`config.mk`:
```
export PLATFORM = sky130hd
export DESIGN_NAME = l1d_rd_bank_arb
export DESIGN_NICKNAME = d
export VERILOG_FILES = /design/src/rtl/l1d_rd_bank_arb_pkg.sv /design/src/rtl/l1d_rd_bank_arb_rr_pick.sv /design/src/rtl/l1d_rd_bank_arb.sv
export SDC_FILE = /design/constraint.sdc
export NUM_CORES = 1
export LEC_CHECK = 0
export BUFFER_PORTS_ARGS = -buffer_cell sky130_fd_sc_hd__buf_2
export CAP_MARGIN = 15
export CORE_AREA = 8 8 258 260
export DETAILED_ROUTE_END_ITERATION = 8
export DIE_AREA = 0 0 266 268
export HOLD_SLACK_MARGIN = 0.05
export PLACE_DENSITY = 0.45
export SYNTH_ARGS = -nofsm -noshare
export SYNTH_HDL_FRONTEND = slang
export SYNTH_SLANG_ARGS = --single-unit
```
`constraint.sdc`:
```
create_clock -name i_clk -period 1.7 [get_ports i_clk]
set_input_delay 0.085 -clock i_clk [delete_from_list [all_inputs] [get_ports i_clk]]
set_output_delay 0.085 -clock i_clk [all_outputs]
set_load 0.01 [all_outputs]
```
`src/rtl/l1d_rd_bank_arb_pkg.sv`:
```
// l1d_rd_bank_arb_pkg: shared widths and address helpers for the L1D read bank arbiter.
package l1d_rd_bank_arb_pkg;
    localparam int PADDR_W = 40;
    localparam int DCACHE_DATA_W = 64;
    localparam int DCACHE_BANKS = 4;
    localparam int DCACHE_BANK_W = $clog2(DCACHE_BANKS);

    function automatic int bank_of(input logic [PADDR_W-1:0] pa, input int lsb, input int n_banks);
        logic [PADDR_W-1:0] s;
        s = pa >> lsb;
        return int'(s[15:0]) & (n_banks - 1);
    endfunction

    function automatic logic same_line(input logic [PADDR_W-1:0] a, input logic [PADDR_W-1:0] b, input int lsb);
        return (a >> lsb) == (b >> lsb);
    endfunction
endpackage

```
`src/rtl/l1d_rd_bank_arb_rr_pick.sv`:
```
// l1d_rr_pick: rotating-priority picker, first request at or after ptr wins.
module l1d_rr_pick #(
    parameter int N = 2,
    parameter int IW = 1
) (
    input  logic [N-1:0]  req,
    input  logic [IW-1:0] ptr,
    output logic [N-1:0]  grant,
    output logic [IW-1:0] idx,
    output logic          any
);
    // Scan from the farthest offset down so the closest-to-ptr request overwrites last.
    always_comb begin
        grant = '0;
        idx = '0;
        any = |req;
        for (int i = N - 1; i >= 0; i--) begin
            if (req[(int'(ptr) + i) % N]) begin
                grant = '0;
                grant[(int'(ptr) + i) % N] = 1'b1;
                idx = IW'((int'(ptr) + i) % N);
            end
        end
    end
endmodule

```
`src/rtl/l1d_rd_bank_arb.sv`:
```
// l1d_rd_bank_arb: steers N load-pipe s0 reads onto banked L1D with per-bank
// rotating priority, same-line merging, write blocking and s1 result muxing.
module l1d_rd_bank_arb #(
    parameter int N_PORTS = 2,
    parameter int N_BANKS = 4,
    parameter int PADDR_W = l1d_rd_bank_arb_pkg::PADDR_W,
    parameter int DATA_W = l1d_rd_bank_arb_pkg::DCACHE_DATA_W,
    parameter int BANK_LSB = 6,
    parameter int LINE_LSB = 6
) (
    input  logic                              i_clk,
    input  logic                              i_reset_n,
    input  logic [N_PORTS-1:0]                i_rd_s0_valid,
    input  logic [N_PORTS-1:0][PADDR_W-1:0]   i_rd_s0_paddr,
    output logic [N_PORTS-1:0]                o_rd_s1_hit,
    output logic [N_PORTS-1:0]                o_rd_s1_miss,
    output logic [N_PORTS-1:0]                o_rd_s1_conflict,
    output logic [N_PORTS-1:0][DATA_W-1:0]    o_rd_s1_data,
    input  logic                              i_wr_valid,
    input  logic [PADDR_W-1:0]                i_wr_paddr,
    output logic [N_BANKS-1:0]                o_bank_s0_valid,
    output logic [N_BANKS-1:0][PADDR_W-1:0]   o_bank_s0_paddr,
    input  logic [N_BANKS-1:0]                i_bank_s1_hit,
    input  logic [N_BANKS-1:0]                i_bank_s1_miss,
    input  logic [N_BANKS-1:0][DATA_W-1:0]    i_bank_s1_data
);
    import l1d_rd_bank_arb_pkg::*;

    localparam int PW = N_PORTS > 1 ? $clog2(N_PORTS) : 1;
    localparam int BW = $clog2(N_BANKS);

    logic [N_PORTS-1:0] vld;
    logic               wr;
    logic [N_PORTS-1:0] bank_grant [N_BANKS];
    logic [PW-1:0]      ptr [N_BANKS];
    logic [PW-1:0]      ptr_nxt [N_BANKS];
    logic [N_PORTS-1:0] granted;
    logic [N_PORTS-1:0] s1_valid;
    logic [N_PORTS-1:0] s1_granted;
    logic [BW-1:0]      s1_bank [N_PORTS];

    // Gating by reset keeps the bank request lines quiet while reset is held.
    assign vld = i_rd_s0_valid & {N_PORTS{i_reset_n}};
    assign wr = i_wr_valid & i_reset_n;

    for (genvar b = 0; b < N_BANKS; b++) begin : g_bank
        logic [N_PORTS-1:0] cand;
        logic [N_PORTS-1:0] req;
        logic [N_PORTS-1:0] pick;
        logic [N_PORTS-1:0] grant;
        logic [PW-1:0]      idx;
        logic               any;
        logic               blocked;
        always_comb begin
            cand = '0;
            for (int p = 0; p < N_PORTS; p++)
                cand[p] = vld[p] && bank_of(i_rd_s0_paddr[p], BANK_LSB, N_BANKS) == b;
        end
        assign blocked = wr && bank_of(i_wr_paddr, BANK_LSB, N_BANKS) == b;
        assign req = blocked ? '0 : cand;
        l1d_rr_pick #(.N(N_PORTS), .IW(PW)) u_pick (
            .req(req), .ptr(ptr[b]), .grant(pick), .idx(idx), .any(any)
        );
        // Same-line candidates ride along with the winner's lookup.
        always_comb begin
            grant = '0;
            for (int p = 0; p < N_PORTS; p++)
                grant[p] = any && cand[p] && same_line(i_rd_s0_paddr[p], i_rd_s0_paddr[idx], LINE_LSB);
        end
        assign bank_grant[b] = grant | pick;
        assign o_bank_s0_valid[b] = any;
        assign o_bank_s0_paddr[b] = any ? i_rd_s0_paddr[idx] : '0;
        assign ptr_nxt[b] = (any && |(cand & ~bank_grant[b])) ? (idx == PW'(N_PORTS - 1) ? '0 : idx + 1'b1) : ptr[b];
    end

    always_comb begin
        granted = '0;
        for (int p = 0; p < N_PORTS; p++)
            for (int b = 0; b < N_BANKS; b++)
                granted[p] = granted[p] | bank_grant[b][p];
    end

    always_ff @(posedge i_clk or negedge i_reset_n) begin
        if (!i_reset_n) begin
            s1_valid <= '0;
            s1_granted <= '0;
            for (int p = 0; p < N_PORTS; p++) s1_bank[p] <= '0;
            for (int b = 0; b < N_BANKS; b++) ptr[b] <= '0;
        end else begin
            s1_valid <= vld;
            s1_granted <= granted;
            for (int p = 0; p < N_PORTS; p++) s1_bank[p] <= BW'(bank_of(i_rd_s0_paddr[p], BANK_LSB, N_BANKS));
            for (int b = 0; b < N_BANKS; b++) ptr[b] <= ptr_nxt[b];
        end
    end

    always_comb begin
        o_rd_s1_hit = '0;
        o_rd_s1_miss = '0;
        o_rd_s1_conflict = '0;
        o_rd_s1_data = '0;
        for (int p = 0; p < N_PORTS; p++) begin
            o_rd_s1_hit[p] = s1_granted[p] & i_bank_s1_hit[s1_bank[p]];
            o_rd_s1_miss[p] = s1_granted[p] & i_bank_s1_miss[s1_bank[p]];
            o_rd_s1_conflict[p] = s1_valid[p] & ~s1_granted[p];
            o_rd_s1_data[p] = s1_granted[p] ? i_bank_s1_data[s1_bank[p]] : '0;
        end
    end
endmodule

```
==> Word level (Yosys, flattened, before mapping) <==
Index checks and enable logic that the tools add are counted.
{ "classes": {"add_sub_neg": 8, "n_lt_le_gt_ge": 22, "eq_ne": 17, "n_mux": 86, "bitwise": 32, "reduce_logical": 51} }
{ "ops": {"columns": ["cell", "count"], "rows": [
  ["$mux 40", 12],
  ["$eq 34x34->1", 8],
  ["$bmux 64 s2", 2],
  ["$mux 64", 4],
  ["$logic_not 32->1", 3],
  ["$mux 1", 44],
  ["$logic_and 1x1->1", 40],
  ["$mux 2", 12],
  ["$lt 2x3->1 const B", 6],
  ["$lt 1x2->1 const B", 8],
  ["$reduce_or 2->1", 8],
  ["$eq 2x2->1 const B", 6],
  ["$and 2x2->2", 5],
  ["$add 1x1->1 const B", 8],
  ["$bmux 1 s2", 4],
  ["$demux 1 s1", 8],
  ["$ge 2x1->1 const B", 4],
  ["$not 2->2", 4],
  ["$or 2x2->2", 4],
  ["$and 1x1->1", 7],
  ["$eq 2x1->1 const B", 3],
  ["$or 1x1->1", 6],
  ["$and 1x1->1 const A", 4],
  ["$ge 1x1->1 const B", 4],
  ["$not 1->1", 2]
]} }
{ "word_totals": {"regBits": 12, "input_bits": 389, "out_inout_bits": 298} }

==> Depth between registers and ports, before layout <==
Gate-level depths: netlist (run 1).
{ "logic_depth": {"ltp_word": 17, "ltp_mapped": 8, "mapped_depth_nobuf": 6} }

==> Cells and area by module <==
A second synthesis (run 1) with hierarchy kept.
{ "hier_totals": {"hier_cells": 847, "hier_area_um2": 8165.3} }
{ "by_module_without_submodules": {"columns": ["module", "instances", "cells_per_inst", "area_per_inst_um2"], "rows": [
  ["l1d_rd_bank_arb", 1, 827, 8035.2],
  ["l1d_rr_pick", 4, 5, 32.5]
]} }

==> Least setup slack after synthesis (run 1) <==
No wires, ideal clock.
{ "synth_path": {"kind": "register -> output", "from": "register s1_bank[0] (netlist name)", "to": "output o_rd_s1_data[100] (netlist name)", "arrival_ns": 1.596, "t_required_ns": 1.615, "slack_ns": 0.019, "stages_incl_launch_ff": 5, "cell_sequence": "dfrtp_1 > buf_2 > buf_2 > mux4_2 > and2_1"} }
{ "synth_lines": {"columns": ["element", "line_no", "rtl"], "rows": [
  ["from (decl)", "l1d_rd_bank_arb.sv:40", "logic [BW-1:0] s1_bank [N_PORTS];"],
  ["to (decl)", "l1d_rd_bank_arb.sv:18", "output logic [N_PORTS-1:0][DATA_W-1:0] o_rd_s1_data,"]
]} }

==> results.md, run 1 <==
- 0.914% — parity-gate share of the synthesized area counting xor and xnor cells
- 0 — number of routed nets with antenna violations
- 1004 — cell count after synthesis
- 5 — number of iterations in the first detailed-routing pass
- 3.92% — sequential fraction of the synthesis area
- primary input to flop — path type of the worst min-delay path
- 0 — max-cap violation count
- 15.5% — Synth Area in Compound Gates
- ptr[0]$_DFFE_PN0P_ — origin of the critical flop-to-flop path
- negative setup slack — failing checks
- 319 µm² — footprint of the flip-flops and latches
- 2247 — post-layout net count
- 1.01 — Final Wtd Congestion
- flop to output port — WS Path Type
- 118% — share of the clock period used by the worst path
- 0.04 ns — slack of the worst reg-to-reg path
- 10 — antenna violations before repair
- 72300 µm — Routed Wire Length
- 644 — count of input and output buffers
- 274 — Setup Viol. Count Final
- buf_2, buf_4, buf_6, nand2_1, a21oi_2 — commonest cells after routing, fill and taps aside
- 2 — number of buffers between clock root and the deepest sink
- 55900 µm — placed wire-length estimate after detailed placement
- 12 — CTS Sinks
- 26.7 µm — detailed-route wire length per cell
- clkbuf_16 — clock root buffer
- flop — Worst Setup Start Kind
- 3 — TritonCTS Buffers
- 0 — yosys warns
- 33.3% — fraction of the mapped netlist area in simple logic gates
- 12.4k — via count
- yes — RSZ-0062 raised after global routing
- 92 — number of standard-cell rows in the floorplan
- s1_bank[0]$_DFF_PN0_ — Worst Hold End
- 268 µm — vertical die dimension
- 68 — pin count of the biggest net entering global routing
- 0.25 ns — insertion delay of the later-clocked pin in the worst-skew pair
- 0.0713 mm² — Die Area
- 0.00294 W — internal power of the cells
- 297 mW/mm² — Cell Pwr Density
- -47.04 ns — post-route setup TNS
- 6705 — # fillers
- 1.93 ns — crit path DAT
- dfrtp_1 — main flop type after synthesis
- 83.9% — combinational fraction of design power
- 0 — count of endpoints failing hold in the final timing report
- 12.3% — initial core utilization
- 136% — Area Growth Syn to Fin
- output port — type of destination of the critical path
- 7.64 µm² — Avg Synthesized Cell Area
- 4.58 — via-per-instance ratio
- 0.05 ns — register clock-pin slew on the reported worst setup and hold paths
- 18.5% — Overall Global Routing Usage
- 1 — CTS H-tree lvls
- 0.283 mV — maximum resistive drop on vdd
- 0.000975 ns — Fin Clk Skew
- 0.00537 W — Tot Pwr
- 712 — number of DRC violations after detailed-routing iteration 0
- -0.553 ns — setup slack at placement
- 83.6% — fraction of final layout cells with drive strength greater than 1
- 38.8% — share of synthesized area spent on multiplexers
- 9.6% — Clock Power Share
- -0.313 ns — worst setup margin
- 0.0624 mm² — core region area
- 687 — I/O pin cnt
- 0.497 GHz — f_max
- built — CTS tree
- 2.01 ns — Tmin final
- 0 — remaining global-route overflow
- 0.00895 mm² — multi-input logic area
- 0 — final-report max-slew violation count
- 97300 µm — wire length of the first global-routing pass
- 2 — hold depth
- 12 — register bit total from synthesis
- finished with violations — status
- 0% — post-synthesis adder-cell area fraction
- buf_2 — most common cell after layout, fill and taps aside
- 0 — diode insertion count for antenna repair
- i_rd_s0_paddr[46] — hold_sp
- s1_granted[1]$_DFF_PN0_ — endpoint of the worst register-to-register path
- 8.46 nW — static leakage power
- 0 — EDFF count, synth
- 57 — library cells used by synthesis
- 0.00243 W — Psw
- 7 — cells on worst reg2reg path
- 0 — number of remaining DRC errors
- 6.6% — share of total power in sequential cells
- multiplexers — dominant combinational cell family by area after synthesis
- 0.00767 mm² — total standard cell area after synthesis
- 1.62 ns — required time worst endpoint
- 13.3k — via count of the first global-routing pass
- 266 µm — DIE WIDTH
- 100% — Async SR Flop Fraction
- 45.2% — sw frac
- 10 — maximum fanout along the worst path
[layout make-up]
cell class | instances | share of cell area, %
multi-input combinational | 864 | 49.5
inverter | 32 | 0.712
clock buffer | 4 | 0.491
tap | 846 | 5.85
timing repair buffer | 945 | 41.7
sequential | 12 | 1.76
[layer usage]
layer | share of wire (%) | vias up | track usage, %
met5 | 0.13 | - | 0
met4 | 6.7 | 14 | 10.1
met3 | 7.5 | 155 | 4.72
met2 | 49 | 706 | 32.8
met1 | 36 | 6199 | 20.1
li1 | - | 5303 | -
[how the worst max path moves through the flow]
| stage | start | slack, ns | to |
|---|---|---|---|
| final | s1_bank[2]$_DFF_PN0_ | -0.31 | o_rd_s1_data[39] |
| after global routing | ptr[1]$_DFFE_PN0P_ | -0.40 | o_bank_s0_paddr[95] |
| after CTS | s1_bank[2]$_DFF_PN0_ | -0.33 | o_rd_s1_data[20] |
| after detailed placement | i_reset_n | -0.55 | o_bank_s0_paddr[156] |
| after global placement | i_reset_n | -0.54 | o_bank_s0_paddr[156] |
| after floorplan | s1_bank[0]$_DFF_PN0_ | 0.02 | o_rd_s1_data[100] |
[timing repair]
action	4_1_cts	5_1_grt
setup buffers	67	18
endpoints found under the hold margin	13	0
endpoints found under the setup margin	293	293
hold buffers	3	0
gates resized for setup	421	452
pin swaps	145	183
gates cloned	15	7
[cell families after synthesis]
logic type             count (synthesis)
AND/OR/NAND/NOR                      528
other                                  1
multiplexers                         132
AO/OA/AOI/OAI                        191
XOR/XNOR                               8
flip-flops                            12
buffers and inverters                132
[Yosys cell counts, types with 2 or more instances]
cell,n,area share [%]
buf_1,6,0.29
buf_2,32,2.1
nand4b_1,3,0.34
a222oi_1,2,0.26
or3_1,2,0.16
a2111oi_4,7,2.5
o21a_1,2,0.20
xnor2_1,4,0.46
nand4_1,3,0.24
nand4_2,2,0.33
nand3_1,8,0.52
nor2b_2,3,0.34
nand2_1,315,15
xor2_1,4,0.46
o22ai_1,5,0.41
clkbuf_1,53,2.6
nor2_1,13,0.64
nand2b_1,4,0.33
a21oi_1,155,10
inv_2,2,0.098
a21boi_0,2,0.20
a31oi_1,3,0.24
nor2b_1,20,1.6
and2_1,133,11
inv_1,29,1.4
nor4_1,4,0.33
dfrtp_1,12,3.9
nor4_4,2,0.55
nor3_2,2,0.26
nor3_1,4,0.26
and2b_1,2,0.20
mux4_2,132,39
buf_4,8,0.78
o21ai_1,3,0.20
[metrics by stage]
stage	hold WS (ns)	util, %	cells	cell area [µm²]
finish	0.134	29.0	2703	18100
floorplan	-0.211	-	1007	7680
global route	0.126	29.0	2703	18100
global placement	0.191	21.8	2613	13600
detailed placement	0.191	21.8	2613	13600
CTS	0.105	26.0	2697	16200
[state kept, by name, summed over array words and instances (netlist names)]
signal,flops
s1_bank,4
s1_valid,2
ptr,4
s1_granted,2
[critical path: stages (launching register included)]
cell and delay (ns):
dfrtp_4 0.42, buf_12 0.16, buf_4 0.18, mux4_2 0.52
and2_1 0.18, buf_2 0.19
[power by group through the flow]
stage          Clock [W]  Combinational [W]  Sequential [W]
5_1_grt         0.000545            0.00474        0.000357
2_1_floorplan          0            0.00148        0.000333
4_1_cts         0.000521            0.00407        0.000353
3_5_place_dp           0            0.00339        0.000376
6_report        0.000513            0.00450        0.000354
3_3_place_gp           0            0.00338        0.000377
No activity file was read; power rests on OpenSTA's default activity.
==> run 2: changes to the inputs <==
--- a/config.mk
+++ b/config.mk
@@ -8,10 +8,12 @@
 export BUFFER_PORTS_ARGS = -buffer_cell sky130_fd_sc_hd__buf_2
 export CAP_MARGIN = 15
 export CORE_AREA = 8 8 258 260
+export CTS_BUF_LIST = sky130_fd_sc_hd__clkbuf_4 sky130_fd_sc_hd__clkbuf_8 sky130_fd_sc_hd__clkbuf_16
 export DETAILED_ROUTE_END_ITERATION = 8
 export DIE_AREA = 0 0 266 268
 export HOLD_SLACK_MARGIN = 0.05
 export PLACE_DENSITY = 0.45
+export RECOVER_POWER = 100
 export SYNTH_ARGS = -nofsm -noshare
 export SYNTH_HDL_FRONTEND = slang
 export SYNTH_SLANG_ARGS = --single-unit
==> results.md, run 2 (synthesis gave the netlist of run 1 again) <==
- 0.497 GHz — f_max, about the same
- 1 — CTS H-tree lvls, unchanged
- 55900 µm — placed wire-length estimate after detailed placement, unchanged
- 2 — number of buffers between clock root and the deepest sink, unchanged
- 687 — I/O pin cnt, unchanged
- 297 mW/mm² — Cell Pwr Density, about the same
- primary input to flop — path type of the worst min-delay path, unchanged
- output port — type of destination of the critical path, unchanged
- 12.4k — via count, about the same
- 0.0180 mm² — final design instance area without fill, was 0.0181 mm²
- 0.25 ns — insertion delay of the later-clocked pin in the worst-skew pair, about the same
- 3 — TritonCTS Buffers, unchanged
- 97300 µm — wire length of the first global-routing pass, unchanged
- 26.7 µm — detailed-route wire length per cell, about the same
- 135% — Area Growth Syn to Fin, was 136%
- 0 — number of remaining DRC errors, unchanged
- 1.01 — Final Wtd Congestion, unchanged
- 1.93 ns — crit path DAT, about the same
- 0 — final-report max-slew violation count, unchanged
- 0 — remaining global-route overflow, unchanged
- 0.000979 ns — Fin Clk Skew, was 0.000975 ns
- finished with violations — status, unchanged
- -0.314 ns — worst setup margin, was -0.313 ns
- 118% — share of the clock period used by the worst path, about the same
- 266 µm — DIE WIDTH, unchanged
- 2.01 ns — Tmin final, about the same
- 2247 — post-layout net count, unchanged
- 0.05 ns — register clock-pin slew on the reported worst setup and hold paths, about the same
- 12.3% — initial core utilization, unchanged
- ptr: 4 flops, s1_bank: 4 flops — Top Registers, unchanged
- 72300 µm — Routed Wire Length, about the same
- 268 µm — vertical die dimension, unchanged
- negative setup slack — failing checks, unchanged
- 0 — count of endpoints failing hold in the final timing report, unchanged
- 68 — pin count of the biggest net entering global routing, unchanged
- 0.0713 mm² — Die Area, unchanged
- 8.42 nW — static leakage power, was 8.46 nW
- 10 — maximum fanout along the worst path, unchanged
- 0.03 ns — slack of the worst reg-to-reg path, was 0.04 ns
- 13.3k — via count of the first global-routing pass, unchanged
- 0 — max-cap violation count, unchanged
- 9 — antenna violations before repair, was 10
- 0.0136 mm² — standard cell area after detailed placement, unchanged
- -0.553 ns — setup slack at placement, unchanged
- built — CTS tree, unchanged
- 92 — number of standard-cell rows in the floorplan, unchanged
- flop to output port — WS Path Type, unchanged
- 729 — number of DRC violations after detailed-routing iteration 0, was 712
- 280 — Setup Viol. Count Final, was 274
- yes — RSZ-0062 raised after global routing, unchanged
- 12 — CTS Sinks, unchanged
- 644 — count of input and output buffers, unchanged
- 18.5% — Overall Global Routing Usage, unchanged
- 0 — number of routed nets with antenna violations, unchanged
- 62.1% — headroom to the max-slew limit
- 0.569 ns — worst-margin pin slew
- 5 — number of iterations in the first detailed-routing pass, unchanged
- 0.00535 W — Tot Pwr, was 0.00537 W
- 83.1% — fraction of final layout cells with drive strength greater than 1, was 83.6%
- clkbuf_16 — clock root buffer, unchanged
- 1.62 ns — required time worst endpoint, about the same
- 4.58 — via-per-instance ratio, about the same
- flop — Worst Setup Start Kind, unchanged
- buf_2 — most common cell after layout, fill and taps aside, unchanged
- 0.0624 mm² — core region area, unchanged
- 0.280 mV — maximum resistive drop on vdd, was 0.283 mV
- 0.181 ns — post-route worst hold slack, was 0.134 ns
- buf_2, buf_4, buf_6, nand2_1, a21oi_2 — commonest cells after routing, fill and taps aside, unchanged
-- run 2: timing repair --
action                     in CTS  in global routing
cloned                         15                  7
pin swaps                     145                183
hold buffers                    3                  0
hold endpoints to repair       13                  0
buffers inserted               67                 18
gates resized for setup       421                452
setup endpoints to repair     293                293
-- run 2: final cells by class --
cell class	instances	area (µm²)
fillers	6716	44300
multi-input cells	864	8940
repair buffers	945	7500
well taps	846	1060
flip-flops and latches	12	319
inverters	32	129
clock buffers	4	88.8
diodes	2	5.00
-- run 2: path summary, 6_finish.rpt --
check	from	end	cells past startpoint
worst max register to register	ptr[0]$_DFFE_PN0P_	s1_granted[1]$_DFF_PN0_	7
worst min register to register	ptr[1]$_DFFE_PN0P_	ptr[1]$_DFFE_PN0P_	2
worst max-delay path	s1_bank[2]$_DFF_PN0_	o_rd_s1_data[39]	5
min in group asynchronous	i_reset_n	s1_bank[2]$_DFF_PN0_	3
max in group asynchronous	i_reset_n	s1_bank[3]$_DFF_PN0_	3
worst min-delay path	i_rd_s0_paddr[7]	s1_bank[3]$_DFF_PN0_	2
-- run 2: stage by stage --
stage	std cells	utilization [%]	setup TNS (ns)
detailed placement	2613	21.8	-54.27
global route	2703	28.9	-67.45
CTS	2697	26.0	-46.38
global placement	2613	21.8	-56.16
finish	2705	28.9	-48.88
floorplan	1007	-	0
-- run 2: per-layer routing --
metal,GRT usage (%),up-vias,routed length (µm)
li1,-,5304,-
met1,20.1,6187,26200
met2,32.8,717,35500
met3,4.72,165,5540
met4,10.1,14,4870
met5,0,-,93
-- run 2: report_power, final --
group	switching [W]	internal, W
sequential	0.0000378	0.000316
clock	0.000153	0.000358
combinational	0.00223	0.00225
total	0.00243	0.00293
-- run 2: worst max-delay path, stage by stage (launching register included) --
cell,delay [ns]
dfrtp_4,0.42
buf_12,0.16
buf_4,0.18
mux4_2,0.52
and2_1,0.19
buf_2,0.19
==> run 3: changes to the inputs <==
--- a/config.mk
+++ b/config.mk
@@ -7,10 +7,11 @@
 export LEC_CHECK = 0
 export BUFFER_PORTS_ARGS = -buffer_cell sky130_fd_sc_hd__buf_2
 export CAP_MARGIN = 15
-export CORE_AREA = 8 8 258 260
+export CORE_AREA = 8 8 259 261
 export CTS_BUF_LIST = sky130_fd_sc_hd__clkbuf_4 sky130_fd_sc_hd__clkbuf_8 sky130_fd_sc_hd__clkbuf_16
+export CTS_CLUSTER_SIZE = 8
 export DETAILED_ROUTE_END_ITERATION = 8
-export DIE_AREA = 0 0 266 268
+export DIE_AREA = 0 0 267 269
 export HOLD_SLACK_MARGIN = 0.05
 export PLACE_DENSITY = 0.45
 export RECOVER_POWER = 100
==> results.md, run 3 (synthesis gave the netlist of run 1 again) <==
- -40.17 ns — post-route setup TNS, was -48.88 ns
- 778 — number of DRC violations after detailed-routing iteration 0, was 729
- 2.01 ns — Tmin final, about the same
- 0.563 ns — worst-margin pin slew, was 0.569 ns
- 6700 — # fillers, was 6716
- 4.67 — via-per-instance ratio, was 4.58
- buf_12 -> buf_8 -> mux4_2 -> and2_4 -> buf_6 — crit path cell chain, was buf_12 -> buf_4 -> mux4_2 -> and2_1 -> buf_2
- 3 — TritonCTS Buffers, unchanged
- 0.0718 mm² — Die Area, was 0.0713 mm²
- 0.00535 W — Tot Pwr, about the same
- 12 — CTS Sinks, unchanged
- 95300 µm — wire length of the first global-routing pass, was 97300 µm
- 0 — number of remaining DRC errors, unchanged
- 56300 µm — placed wire-length estimate after detailed placement, was 55900 µm
- mux4_2 — library cell contributing the largest single delay on the critical path, unchanged
- 2 — number of buffers between clock root and the deepest sink, unchanged
- 5 — number of iterations in the first detailed-routing pass, unchanged
- 267 µm — DIE WIDTH, was 266 µm
- 62.5% — headroom to the max-slew limit, was 62.1%
- 1 — CTS H-tree lvls, unchanged
- 12.2% — initial core utilization, was 12.3%
- 2606 — placed cells, was 2613
- 8.41 nW — static leakage power, was 8.42 nW
- 0.05 ns — register clock-pin slew on the reported worst setup and hold paths, about the same
- 0 — final-report max-slew violation count, unchanged
- 118% — share of the clock period used by the worst path, about the same
- 3 — number of buffer and inverter instances along the worst setup path, unchanged
- primary input to flop — path type of the worst min-delay path, unchanged
- -0.308 ns — worst setup margin, was -0.314 ns
- 92 — number of standard-cell rows in the floorplan, unchanged
- 0.0627 mm² — core region area, was 0.0624 mm²
- 83.6% — fraction of final layout cells with drive strength greater than 1, was 83.1%
- buf_2 — most common cell after layout, fill and taps aside, unchanged
- 5 — logic depth of the worst setup path including buffers, unchanged
- 1.62 ns — required time worst endpoint, about the same
- 18.0% — Overall Global Routing Usage, was 18.5%
- 2694 — final std cells w/o fill, was 2705
- 0 — count of endpoints failing hold in the final timing report, unchanged
- 0.58 ns — stage delay of the slowest cell on the critical path, was 0.52 ns
- 2230 — post-layout net count, was 2247
- 295 mW/mm² — Cell Pwr Density, was 297 mW/mm²
- 0.0136 mm² — standard cell area after detailed placement, about the same
- buf_2, buf_4, buf_6, nand2_1, mux4_2 — commonest cells after routing, fill and taps aside, was buf_2, buf_4, buf_6, nand2_1, a21oi_2
- 687 — I/O pin cnt, unchanged
- 137% — Area Growth Syn to Fin, was 135%
- clkbuf_16 — clock root buffer, unchanged
- 0 — number of routed nets with antenna violations, unchanged
- 269 µm — vertical die dimension, was 268 µm
- 21 — antenna violations before repair, was 9
- 2 — hold depth, unchanged
- 7 — maximum fanout along the worst path, was 10
- 73100 µm — Routed Wire Length, was 72300 µm
- flop — Worst Setup Start Kind, unchanged
- finished with violations — status, unchanged
- 0.0181 mm² — final design instance area without fill, was 0.0180 mm²
- built — CTS tree, unchanged
- ptr: 4 flops, s1_bank: 4 flops — Top Registers, unchanged
- output port — type of destination of the critical path, unchanged
- yes — RSZ-0062 raised after global routing, unchanged
- 68 — pin count of the biggest net entering global routing, unchanged
- 27.1 µm — detailed-route wire length per cell, was 26.7 µm
- 6 — cells on worst reg2reg path, was 7
- 1.01 — Final Wtd Congestion, about the same
- 0.498 GHz — f_max, was 0.497 GHz
- 0.25 ns — insertion delay of the later-clocked pin in the worst-skew pair, about the same
- 0 — remaining global-route overflow, unchanged
- 12.8k — via count of the first global-routing pass, was 13.3k
- 0 — max-cap violation count, unchanged
- 0.266 mV — maximum resistive drop on vdd, was 0.280 mV
- 644 — count of input and output buffers, unchanged
- flop to output port — WS Path Type, unchanged
- multiplexers — CP top delay family, was buffers and inverters
- -0.331 ns — setup slack at placement, was -0.553 ns
- 0.00334 ns — Fin Clk Skew, was 0.000979 ns
- 12.6k — via count, was 12.4k
- negative setup slack — failing checks, unchanged
- 277 — Setup Viol. Count Final, was 280
- 1.92 ns — crit path DAT, was 1.93 ns
## run 3: worst reg2reg max path, delay by kind of cell (launching register included)
family / cells / cell delay [ns]
AO/OA/AOI/OAI: 1 / 0.24
flip-flops: 1 / 0.44
AND/OR/NAND/NOR: 2 / 0.37
buffers and inverters: 3 / 0.41
## run 3: layer usage
layer | GRT usage (%) | up-vias | wire length [µm]
li1 | - | 5284 | -
met5 | 0 | - | 118
met3 | 4.66 | 220 | 6300
met2 | 32.9 | 830 | 36200
met4 | 8.41 | 20 | 5250
met1 | 19.2 | 6217 | 25200
## run 3: path summary, 6_finish.rpt
check	slack, ns	start	to
max reg2reg	0.10	ptr[3]$_DFFE_PN0P_	s1_granted[1]$_DFF_PN0_
min	0.14	i_rd_s0_paddr[46]	s1_bank[0]$_DFF_PN0_
min in group asynchronous	0.29	i_reset_n	ptr[2]$_DFFE_PN0P_
max in group asynchronous	0.91	i_reset_n	s1_bank[2]$_DFF_PN0_
min reg2reg	0.62	ptr[1]$_DFFE_PN0P_	ptr[1]$_DFFE_PN0P_
max	-0.31	s1_bank[0]$_DFF_PN0_	o_rd_s1_data[86]
## run 3: metrics by stage
step	hold WS [ns]	utilization, %
global route	0.149	28.9
floorplan	-0.211	-
detailed placement	0.146	21.8
CTS	0.136	25.2
finish	0.139	28.9
global placement	0.132	21.8
## run 3: area by class of cell
| cell class | instances | area, µm² | share of cell area [%] |
|---|---|---|---|
| Timing Repair Buffer | 928 | 7500 | 41.4 |
| Antenna cell | 8 | 20.0 | 0.110 |
| Tap cell | 846 | 1060 | 5.84 |
| Multi-Input combinational cell | 864 | 9020 | 49.8 |
| Sequential cell | 12 | 320 | 1.77 |
| Clock buffer | 4 | 88.8 | 0.490 |
| Inverter | 32 | 120 | 0.662 |
## run 3: power breakdown
| part | internal [W] | total, W | switching (W) |
|---|---|---|---|
| Sequential | 0.000317 | 0.000360 | 0.0000423 |
| Combinational | 0.00227 | 0.00449 | 0.00222 |
| Clock | 0.000357 | 0.000506 | 0.000149 |
## run 3: what timing repair did
action,4_1_cts,5_1_grt
endpoints found under the setup margin,290,283
resized for setup,402,482
pin swaps,104,213
hold endpoints to repair,12,0
buffers inserted,27,26
hold buffers,2,0
cloned,12,16
